**src/rtl/xbus_stim_pkg.sv**
```systemverilog
// X-bus stimulus generator shared types.
// Modes, FSM states and LFSR helpers.
package xbus_stim_pkg;

  typedef enum logic [1:0] {
    MODE_RAND  = 2'd0,
    MODE_RAMP  = 2'd1,
    MODE_CONST = 2'd2
  } mode_e;

  typedef enum logic [1:0] {
    ST_IDLE,
    ST_LOAD,
    ST_RUN,
    ST_DONE
  } state_e;

  localparam logic [31:0] LFSR_POLY = 32'h8020_0003;
  localparam logic [31:0] GOLDEN    = 32'h9E37_79B9;

  function automatic int tag_w(int num_col);
    return $clog2(num_col) + 1;
  endfunction

  function automatic logic [31:0] lfsr_next(logic [31:0] q);
    return {1'b0, q[31:1]} ^ (q[0] ? LFSR_POLY : 32'h0);
  endfunction

endpackage

```
**src/rtl/xbus_stim_gen_lfsr.sv**
```systemverilog
// 32-bit Galois LFSR with synchronous seed load.
// One instance per X-bus channel.
module lfsr32_galois
  import xbus_stim_pkg::*;
(
  input  logic        clk,
  input  logic        rstn,
  input  logic        load,
  input  logic [31:0] seed,
  input  logic        step,
  output logic [31:0] q
);

  always_ff @(posedge clk or negedge rstn) begin
    if (!rstn) begin
      q <= '0;
    end else if (load) begin
      q <= seed;
    end else if (step) begin
      q <= lfsr_next(q);
    end
  end

endmodule

```
**src/rtl/xbus_stim_gen.sv**
```systemverilog
// X-bus stimulus generator: per-channel ifmap/filter/psum
// beats with tag sequencing, handshake and PE-domain strobe.
module xbus_stim_gen
  import xbus_stim_pkg::*;
#(
  parameter int          DATA_WIDTH = 16,
  parameter int          NUM_COL    = 4,
  parameter int          NUM_CH     = 4,
  parameter int          PE_DIV     = 4,
  parameter logic [31:0] SEED       = 32'hACE1_2024
) (
  input  logic                           clk,
  input  logic                           rstn,
  input  logic                           start,
  input  logic                           abort,
  input  logic [1:0]                     mode,
  input  logic [7:0]                     kernel_size,
  input  logic [15:0]                    num_windows,
  input  logic [DATA_WIDTH-1:0]          const_val,
  output logic [NUM_CH*DATA_WIDTH-1:0]   ifmap_data,
  output logic [NUM_CH*DATA_WIDTH-1:0]   fltr_data,
  output logic [NUM_CH*2*DATA_WIDTH-1:0] psum_data,
  output logic [tag_w(NUM_COL)-1:0]      x_tag,
  output logic                           out_valid,
  input  logic                           out_ready,
  output logic                           pe_en,
  output logic                           busy,
  output logic                           done,
  output logic                           cfg_err
);

  localparam int TAG_W = tag_w(NUM_COL);
  localparam int DW    = DATA_WIDTH;

  state_e           state;
  mode_e            mode_q;
  logic [TAG_W-1:0] ks_q;
  logic [15:0]      nw_q;
  logic [15:0]      win;
  logic [DW-1:0]    cv_q;
  logic [DW-1:0]    beat;
  logic [DW-1:0]    nxt_beat;
  logic [31:0]      lfsr_q [NUM_CH];
  logic [31:0]      src [NUM_CH];
  logic [31:0]      div_cnt;
  logic [31:0]      div_nxt;
  logic             legal;
  logic             xfer;
  logic             wrap;
  logic             last;
  logic             ld;
  logic             adv;

  function automatic logic [31:0] seed_of(int c);
    logic [31:0] s;
    s = SEED ^ (32'(c) * GOLDEN);
    return (s == 32'h0) ? 32'h1 : s;
  endfunction

  function automatic logic [4*DW-1:0] gen(
    int c, logic [DW-1:0] bt, logic [31:0] v
  );
    logic [DW-1:0]   a;
    logic [DW-1:0]   b;
    logic [2*DW-1:0] p;
    a = '0;
    b = '0;
    p = '0;
    case (mode_q)
      MODE_RAND: begin
        a = v[DW-1:0];
        b = v[31 -: DW];
        if (a == '0) a = DW'(1);
        if (b == '0) b = DW'(1);
        p = {b, a};
      end
      MODE_RAMP: begin
        a = bt + DW'(c);
        b = bt;
      end
      MODE_CONST: begin
        a = cv_q;
        b = cv_q;
        p = {{DW{1'b0}}, cv_q};
      end
      default: ;
    endcase
    return {p, b, a};
  endfunction

  assign legal = (mode != 2'd3)
              && (kernel_size != 8'd0)
              && (32'(kernel_size) <= 32'(NUM_COL));
  assign xfer = (state == ST_RUN) && out_valid
             && out_ready && !abort;
  assign wrap = (x_tag == ks_q - 1'b1);
  assign last = wrap && (nw_q != 16'd0)
             && (win + 16'd1 == nw_q);
  assign ld  = (state == ST_LOAD) && !abort;
  assign adv = xfer && !last;
  assign nxt_beat = ld ? '0 : beat + 1'b1;

  // Beat 0 comes straight from the seed; later beats
  // from the LFSR value the step is about to produce.
  always_comb begin
    for (int c = 0; c < NUM_CH; c++) begin
      src[c] = ld ? seed_of(c) : lfsr_next(lfsr_q[c]);
    end
  end

  for (genvar c = 0; c < NUM_CH; c++) begin : g_ch
    lfsr32_galois u_lfsr (
      .clk  (clk),
      .rstn (rstn),
      .load (ld),
      .seed (seed_of(c)),
      .step (xfer),
      .q    (lfsr_q[c])
    );
  end

  always_ff @(posedge clk or negedge rstn) begin
    if (!rstn) begin
      ifmap_data <= '0;
      fltr_data  <= '0;
      psum_data  <= '0;
      beat       <= '0;
    end else if (ld || adv) begin
      beat <= nxt_beat;
      for (int c = 0; c < NUM_CH; c++) begin
        {psum_data[c*2*DW +: 2*DW],
         fltr_data[c*DW +: DW],
         ifmap_data[c*DW +: DW]} <= gen(c, nxt_beat, src[c]);
      end
    end
  end

  assign div_nxt = (div_cnt == 32'(PE_DIV - 1))
                 ? 32'h0 : div_cnt + 32'h1;

  always_ff @(posedge clk or negedge rstn) begin
    if (!rstn) begin
      div_cnt <= '0;
      pe_en   <= 1'b0;
    end else begin
      div_cnt <= div_nxt;
      pe_en   <= (div_nxt == 32'(PE_DIV - 1));
    end
  end

  always_ff @(posedge clk or negedge rstn) begin
    if (!rstn) begin
      state     <= ST_IDLE;
      mode_q    <= MODE_RAND;
      ks_q      <= '0;
      nw_q      <= '0;
      cv_q      <= '0;
      win       <= '0;
      x_tag     <= '0;
      out_valid <= 1'b0;
      busy      <= 1'b0;
      done      <= 1'b0;
      cfg_err   <= 1'b0;
    end else if (abort) begin
      state     <= ST_IDLE;
      x_tag     <= '0;
      out_valid <= 1'b0;
      busy      <= 1'b0;
      done      <= 1'b0;
    end else begin
      done <= 1'b0;
      unique case (state)
        ST_IDLE: begin
          if (start && legal) begin
            mode_q  <= mode_e'(mode);
            ks_q    <= kernel_size[TAG_W-1:0];
            nw_q    <= num_windows;
            cv_q    <= const_val;
            cfg_err <= 1'b0;
            busy    <= 1'b1;
            state   <= ST_LOAD;
          end else if (start) begin
            cfg_err <= 1'b1;
          end
        end
        ST_LOAD: begin
          x_tag     <= '0;
          win       <= '0;
          out_valid <= 1'b1;
          state     <= ST_RUN;
        end
        ST_RUN: begin
          if (xfer) begin
            x_tag <= wrap ? '0 : x_tag + 1'b1;
            if (wrap) win <= win + 16'd1;
            if (last) begin
              out_valid <= 1'b0;
              busy      <= 1'b0;
              done      <= 1'b1;
              state     <= ST_DONE;
            end
          end
        end
        ST_DONE: begin
          state <= ST_IDLE;
        end
        default: state <= ST_IDLE;
      endcase
    end
  end

endmodule

```
**config.mk**
```make
export PLATFORM = sky130hd
export DESIGN_NAME = xbus_stim_gen
export DESIGN_NICKNAME = d
export VERILOG_FILES = /design/src/rtl/xbus_stim_pkg.sv /design/src/rtl/xbus_stim_gen_lfsr.sv /design/src/rtl/xbus_stim_gen.sv
export SDC_FILE = /design/constraint.sdc
export NUM_CORES = 1
export LEC_CHECK = 0
export BUFFER_PORTS_ARGS = -buffer_cell sky130_fd_sc_hd__buf_2
export CORE_ASPECT_RATIO = 0.7
export CORE_UTILIZATION = 40
export CTS_BUF_LIST = sky130_fd_sc_hd__clkbuf_16
export DETAILED_ROUTE_END_ITERATION = 10
export HOLD_SLACK_MARGIN = 0.02
export PLACE_DENSITY_LB_ADDON = 0.12
export SLEW_MARGIN = 20
export SYNTH_ARGS = -nofsm -noshare
export SYNTH_HDL_FRONTEND = slang
export SYNTH_SLANG_ARGS = --single-unit
```
**constraint.sdc**
```tcl
create_clock -name clk -period 8.25 [get_ports clk]
set_input_delay 1.65 -clock clk [delete_from_list [all_inputs] [get_ports clk]]
set_output_delay 1.65 -clock clk [all_outputs]
set_load 0.03 [all_outputs]
```
# After elaboration in Yosys (flattened, before gate mapping)
# Index checks and enable logic that the tools add are counted.
# Widths: inputs -> output; s select.
dict set report totals {
  ff_bits 495
  rom_bits 0
  mem_bits_rw 0
  elab_cells 150
  out_inout_bits 264
  in_bits 47
  mem_count 0
  latchBits 0
}
dict set report op_classes {
  mul 0
  eq_ne 15
  n_lt_le_gt_ge 1
  n_shift 0
  n_reduce_logical 37
  bitwise 5
  div_mod_pow 0
  addsub 8
  muxes 63
}
# op n
set op_table {}
lappend op_table {{$mux 32} 17}
lappend op_table {{$pmux 16 s3} 8}
lappend op_table {{$pmux 32 s2} 4}
lappend op_table {{$mux 16} 11}
lappend op_table {{$logic_not 16->1} 8}
lappend op_table {{$xor 31x32->32} 4}
lappend op_table {{$eq 32x2->1 const B} 2}
lappend op_table {{$add 16x1->16 const B} 3}
lappend op_table {{$add 16x2->16 const B} 2}
lappend op_table {{$add 32x1->32 const B} 1}
lappend op_table {{$pmux 16 s2} 1}
lappend op_table {{$eq 16x16->1} 1}
lappend op_table {{$reduce_bool 16->1} 1}
lappend op_table {{$reduce_and 3->1} 4}
lappend op_table {{$mux 1} 11}
lappend op_table {{$logic_and 1x1->1} 10}
lappend op_table {{$mux 3} 3}
lappend op_table {{$ne 3x3->1 const B} 3}
lappend op_table {{$le 8x3->1 const B} 1}
lappend op_table {{$mux 2} 4}
lappend op_table {{$pmux 2 s4} 1}
lappend op_table {{$reduce_and 4->1} 2}
lappend op_table {{$reduce_bool 8->1} 1}
lappend op_table {{$eq 2x2->1 const B} 3}
lappend op_table {{other kinds (14)} 23}

# Logic depth before layout (Yosys ltp)
# Gate-level depths: netlist of run 1.
dict set report depth {
  depth_word 8
  mapped_depth 14
  ltp_nobuf 13
}

# By module
# From an unflattened synthesis of run 1, not the netlist that was laid out.
dict set report unflattened {
  hier_cells 2636
  hier_area_um2 24850.1
}
# module area_per_inst_um2 seq_area_each_um2 instances cells_per_inst
set modules_own_cells {}
lappend modules_own_cells {xbus_stim_gen 18734.2 9183.8 1 2064}
lappend modules_own_cells {lfsr32_galois 1529.0 800.8 4 143}

# Least setup slack after synthesis of run 1
# Ideal clock, no wire load.
dict set report synth_timing {
  path_kind {input-to-reg}
  startpoint {input abort}
  endpoint {register ifmap_data[26]}
  setup_time_ps 65
  arrival_time_ps 4039
  setup_slack_ps 4146
  path_buffers 3
  required_time_ps 8185
  cell_stages 12
  path_cell_list {clkbuf_1 -> nand2b_1 -> buf_2 -> clkbuf_1 -> nand2_1 -> inv_1 -> ha_1 -> nand4_1 -> or3_1 -> xor2_1 -> o211ai_1 -> o21a_1}
}
dict set report synth_between {
  word_cells_on_any_way 11
  cone_classes {1 x add/sub; 4 x mux; 6 x reduce/logical}
}
# item line_no
set synth_rtl {}
lappend synth_rtl {{start, declared} xbus_stim_gen.sv:15} ;# input logic abort,
lappend synth_rtl {{$logic_not 1->1} xbus_stim_gen.sv:99} ;# assign ld = (state == ST_LOAD) && !abort;
lappend synth_rtl {{$logic_and 1x1->1} xbus_stim_gen.sv:99}
lappend synth_rtl {{$mux 16} xbus_stim_gen.sv:101} ;# assign nxt_beat = ld ? '0 : beat + 1'b1;
lappend synth_rtl {{via nxt_beat[0]} xbus_stim_gen.sv:42} ;# logic [DW-1:0] nxt_beat;
lappend synth_rtl {{$add 16x1->16} xbus_stim_gen.sv:78} ;# a = bt + DW'(c);
lappend synth_rtl {{$pmux 16 s3} xbus_stim_gen.sv:69} ;# case (mode_q)
lappend synth_rtl {{end, declared} xbus_stim_gen.sv:20} ;# output logic [NUM_CH*DATA_WIDTH-1:0] ifmap_data,
# The timed path passes the listed nets, and every way through them passes these cells.
# A chain may end at the register's enable or synchronous reset.

# Worst setup path in the final report of run 1
dict set report layout_timing {
  startpoint {input abort}
  endpoint {register ifmap_data[29]}
}
# The elaborated chain is that of the path after synthesis.

==> results of run 1 <==
-- per-layer routing --
metal | part of all wire, % | GRT usage [%] | vias up
met5 | 0 | 0 | -
met4 | 2.1 | 7.22 | 0
met3 | 9.5 | 7.10 | 102
met2 | 41 | 40.1 | 855
met1 | 48 | 45.8 | 10369
li1 | - | - | 9372
-- cell families (layout without fill, tap and decap cells) --
group,Yosys count,in the layout
XOR/XNOR,115,115
buffers and inverters,200,470
flip-flops,495,495
other,0,1
adder cells (fa/ha/maj),13,13
AO/OA/AOI/OAI,583,583
multiplexers,47,47
AND/OR/NAND/NOR,1079,1079
-- cell type report --
type	instances	area, sq um
clock buffers	53	1330
multi-input cells	1837	10200
diodes	1	2.50
clock inverters	40	359
flip-flops and latches	495	12400
fillers	5514	29900
well taps	750	938
inverters	23	86.3
repair buffers	354	1970
-- power by group through the flow --
stage               combinational, uW  sequential (uW)  clock (uW)
floorplan                        1460             4670           0
global placement                 3780             3830           0
detailed placement               3820             3850           0
CTS                              3830             3810        2440
global route                     4130             3900        2540
finish                           3850             3820        2400
-- critical path: stages --
cell      delay (ns)
buf_2           0.20
nand2b_4        0.59
nand2_1         0.31
inv_1           0.32
ha_1            0.25
inv_1           0.12
nor3_1          0.27
nand3_1         0.27
nor4_1          0.40
xnor2_1         0.22
nor2_1          0.10
o22a_1          0.20
-- per-stage QoR --
stage / hold WS (ns) / area, sq um / cells
after floorplan: 0.450 / 23300 / 2532
after global placement: 0.453 / 25600 / 3458
after detailed placement: 0.456 / 25600 / 3458
after CTS: 0.471 / 27300 / 3551
after global routing: 0.493 / 27300 / 3552
final: 0.467 / 27300 / 3553
-- flip-flops by register name (all words and copies together), names as in the netlist, 32 cells and up --
signal         flops
psum_data        128
div_cnt           32
fltr_data         64
ifmap_data        64
g_ch.u_lfsr.q    128
-- cell usage after synthesis, types with 7 or more instances --
library cell	count
nor2b_1	14
mux2_2	39
o311a_1	11
nand2b_1	13
a41oi_1	7
a31oi_1	80
xnor2_1	65
nor2_1	229
o211ai_1	14
o21a_1	27
inv_1	23
buf_2	16
clkbuf_1	143
or4_1	11
nor4_1	45
or3_1	10
and3_1	23
a21boi_0	13
a21oi_1	181
o31ai_1	17
ha_1	13
and4_1	9
nor3_1	43
nand3_1	122
a211oi_1	11
a21o_1	8
dfrtp_1	495
buf_1	10
buf_4	7
nand4_1	28
a32oi_1	18
and2_1	10
o21ai_1	13
nand2_1	496
o21ai_0	135
mux2i_1	8
xor2_1	49
-- worst paths after layout --
check,end,slack [ns],cells past startpoint
max in group asynchronous,fltr_data[33],5.90,2
min in group asynchronous,x_tag[2],0.95,1
setup reg to reg,ifmap_data[60],3.91,10
hold reg to reg,psum_data[58],0.47,2
setup / recovery,ifmap_data[29],3.82,12
hold / removal,psum_data[58],0.47,2
==> metrics.txt, run 1 <==
combinational share of power 38.2%; share of total power in sequential cells 37.9%; peak supply drop 0.000192 V; die height 204 microns; Routed Antenna Nets 0; mux cell area share after synthesis 2.22%; CTS root buf clkbuf_16; Post-CTS Resized 0; CTS max path bufs 3; nets 2822; syn_area_per_cell 9.22 sq um; Die W 291 microns; sequential-to-total area share from yosys stat 53.1%; final hold vios 0; Period minus WS final 4.43 ns; Detailed Routing Iterations Pass 1 8; CTS tree done; commonest non-fill, non-tap cell in the layout nand2_1; DRC 0; Hold Startpoint psum_data[58]; most frequent cells in the layout nand2_1 (496), dfrtp_1 (495), buf_2 (309); vias in the first global route 19499; Syn-to-layout area delta 16.9%; largest net degree at the start of global routing 164; CP startpoint abort; #FFs+latches synth 495; NetSw 4470 uW; crit path DAT 4.93 ns; layout cells sized above 1 17.3%; post-synthesis instance total 2532; max-cap viol count 0; clk_skew 0.0141 ns; CP Launch Type primary input; Slew @ Worst Pin 1.17 ns; Die Footprint 0.0593 sq mm; Vias/cell 5.83; Syn Nets 2592; Data required, critical path 8.75 ns; worst setup margin 3.82 ns; Synth Area in XOR/XNOR 4.38%; Post-synth EDFFs 0; fin util 47.7%; largest family of logic cells by synthesized area simple AND/OR/NAND/NOR gates; CP Max Fanout 49; area share of fa/ha/maj cells after synthesis 0.697%; Synth Flop Type dfrtp_1; crit path kind primary input to flop; Setup-failing EPs final 0; clk_lat worst skew 0.62 ns; Post-CTS Hold Fix Bufs 0; Mapped Area 0.0233 sq mm; initial antenna violation count 3; sw frac 44.4%; Routed WL 87.4 mm; Synth area leaders dfrtp_1 (53%), nand2_1 (8.0%), a21oi_1 (3.9%); Tot Pwr 10100 uW; dpl ws 3.12 ns; RSZ-0062 raised after global routing no; fmax 226 MHz; total CTS buffers 51; Yosys top cell area share 53.1%; CTS Sinks 495; Simple-Gate Fraction of Synth Area 20.8%; I/O pins 311; Syn. warnings 0; leading area contributor after synthesis dfrtp_1; fin crit share 53.7%; Reg clk slew, reported paths 0.06 ns; global route overflow 0; Slew Limit Fails 0; Initial DRC Count 2088; Routability Congestion 0.939; status completed; static leakage 0.0120 uW; Row Count 73; Post-DP HPWL 62.2 mm; pwr dens 369 mW/mm^2; setup TNS 0 ns; first-pass GRT wire length 131 mm; max_slew headroom 22.2%; Total GRT Usage 29.4%; via count 20698; hold crit path type flop to flop; port bufs 310; H-Tree Level Count 2; routed length per instance 24.6 microns; initial core utilization 40.8%; post-CTS setup buffers 0; Internal 5600 uW; compound-cell area share of the yosys netlist 15.4%; ys async rst share 100%; element type at the critical path end flop; Core Footprint 0.0572 sq mm; post-synthesis cell type count 75; worst r2r src win[0]; Clk network pwr share 23.8%
Power figures use the tool's default switching activity.
==> inputs of run 2 (changes only) <==
--- a/config.mk
+++ b/config.mk
@@ -5,6 +5,7 @@
 export SDC_FILE = /design/constraint.sdc
 export NUM_CORES = 1
 export LEC_CHECK = 0
+export ABC_AREA = 1
 export BUFFER_PORTS_ARGS = -buffer_cell sky130_fd_sc_hd__buf_2
 export CORE_ASPECT_RATIO = 0.7
 export CORE_UTILIZATION = 40
==> constraint.sdc (replaced) <==
create_clock -name clk -period 4.25 [get_ports clk]
set_input_delay 0.85 -clock clk [delete_from_list [all_inputs] [get_ports clk]]
set_output_delay 0.85 -clock clk [all_outputs]
set_load 0.03 [all_outputs]
==> metrics.txt, run 2 <==
Post-CTS Resized 0; element type at the critical path end flop; CP top delay family simple AND/OR/NAND/NOR gates; CP max stage delay 0.39 ns; Total GRT Usage 29.1%; DRC 0; commonest non-fill, non-tap cell in the layout nand2_1; Synth area leaders dfrtp_1 (51%), nand2_1 (17%), nor2_1 (6.4%); static leakage 0.0147 uW; first-pass GRT wire length 133 mm; reg2reg path depth 16; crit path cell chain inv_1 -> ha_1 -> inv_1 -> nor2_4 -> inv_2 -> nand2_1 -> inv_1 -> ha_1 -> nand2_1 -> nor2_1 -> nand2_1 -> nor2_1 -> nand3_1 -> a22oi_1 -> nor2_1 -> o21ai_0; CP startpoint state[1]; Mapped Area 0.0241 sq mm; layout cells sized above 1 13.0%; crit path kind flop to flop; most used standard cell by instance count after synthesis nand2_1; sw frac 44.3%; worst setup margin 0.685 ns; pwr dens 667 mW/mm^2; peak supply drop 0.000367 V; global route overflow 0; max-cap viol count 0; Setup-failing EPs final 0; die height 207 microns; reg2reg end ifmap_data[24]; CP max-delay cell nor2_1; Synth Area in XOR/XNOR 0.871%; Core Footprint 0.0590 sq mm; port bufs 310; CTS Sinks 495; Row Count 74; Vias/cell 5.21; worst r2r src state[1]; combinational share of power 38.7%; Synth top cells by count nand2_1 (1076), dfrtp_1 (495), nor2_1 (412); clk_skew 0.0234 ns; Routed Antenna Nets 0; Syn-to-layout area delta 16.4%; initial antenna violation count 4; hold crit path type primary input to asynchronous set/reset pin; share of total power in sequential cells 37.1%; Slew @ Worst Pin 1.11 ns; largest net degree at the start of global routing 193; H-Tree Level Count 2; CTS tree done; fin util 47.6%; via count 22484; dpl ws 0.569 ns; setup TNS 0 ns; Die W 296 microns; Syn. warnings 0; crit path DAT 4.09 ns; post-synthesis cell type count 41; #FFs+latches synth 495; Internal 10400 uW; Simple-Gate Fraction of Synth Area 28.7%; Period minus WS final 3.57 ns; leading area contributor after synthesis dfrtp_1; I/O pins 311; Initial DRC Count 2056; Post-synth EDFFs 0; nets 3534; clk_lat worst skew 0.62 ns; post-CTS setup buffers 0; NetSw 8300 uW; fin crit share 83.9%; Post-CTS Hold Fix Bufs 0; register-to-register setup slack 0.68 ns; RSZ-0062 raised after global routing no; compound-cell area share of the yosys netlist 10.1%; max_slew headroom 25.7%; hold slack 0.303 ns; total CTS buffers 51; ys async rst share 100%; Yosys top cell area share 51.3%; largest family of logic cells by synthesized area simple AND/OR/NAND/NOR gates; Reg clk slew, reported paths 0.07 ns; post-synthesis instance total 3197; fmax 280 MHz; Clk network pwr share 24.3%; routed length per instance 20.8 microns; Synth Flop Type dfrtp_1; Routability Congestion 0.958; Die Footprint 0.0613 sq mm; Slew Limit Fails 0; CP Max Fanout 19; status completed; CP Launch Type flop; sequential-to-total area share from yosys stat 51.3%; Detailed Routing Iterations Pass 1 6; Routed WL 89.8 mm; syn_area_per_cell 7.55 sq um; most frequent cells in the layout nand2_1 (1076), dfrtp_1 (495), nor2_1 (410); area share of fa/ha/maj cells after synthesis 0.674%; Data required, critical path 4.77 ns; initial core utilization 40.9%; Syn Nets 3257; mux cell area share after synthesis 0%; Post-DP HPWL 67.5 mm; vias in the first global route 20888; largest registers g_ch.u_lfsr.q (128), psum_data (128); CP bufs+invs 4; CTS max path bufs 3; final hold vios 0; CTS root buf clkbuf_16
==> run 2: stage by stage <==
step / total power, uW / cell area (sq um) / std cells
floorplan: 11600 / 24100 / 3197
global placement: 14100 / 26400 / 4219
detailed placement: 14200 / 26400 / 4219
CTS: 18800 / 28100 / 4312
global route: 19800 / 28100 / 4312
finish: 18700 / 28100 / 4313
==> run 2: how the worst max path moves through the flow <==
stage | to | slack, ns | cells past startpoint
after detailed placement | ifmap_data[24] | 0.57 | 14
after global placement | ifmap_data[24] | 0.57 | 14
after CTS | ifmap_data[24] | 0.86 | 16
after floorplan | ifmap_data[63] | 1.55 | 18
after global routing | psum_data[103] | 0.52 | 17
final | ifmap_data[24] | 0.68 | 16
==> run 2: routing by layer <==
layer	vias up	GRT usage [%]	share of wire [%]
met2	929	37.1	38
met4	0	6.02	1.8
met3	113	9.24	11
li1	10681	-	-
met5	-	0	0
met1	10761	46.6	49
==> run 2: cell families (layout without fill, tap and decap cells) <==
logic type | count (synthesis) | in the layout
adder cells (fa/ha/maj) | 13 | 13
flip-flops | 495 | 495
AO/OA/AOI/OAI | 470 | 470
buffers and inverters | 470 | 787
AND/OR/NAND/NOR | 1725 | 1725
other | 0 | 1
XOR/XNOR | 24 | 24
==> run 2: power groups by stage <==
stage	Sequential (uW)	Clock [uW]	Combinational (uW)
6_report	6940	4550	7240
5_1_grt	7070	4820	7890
4_1_cts	6930	4640	7240
3_5_place_dp	7000	0	7220
3_3_place_gp	6980	0	7160
2_1_floorplan	8630	0	2950
==> run 2: cell type report <==
class | instances | area (sq um)
clock inverters | 41 | 357
well taps | 798 | 998
diodes | 1 | 2.50
clock buffers | 52 | 1300
multi-input cells | 2232 | 9770
flip-flops and latches | 495 | 12400
inverters | 336 | 1260
fillers | 5980 | 30900
repair buffers | 358 | 2010
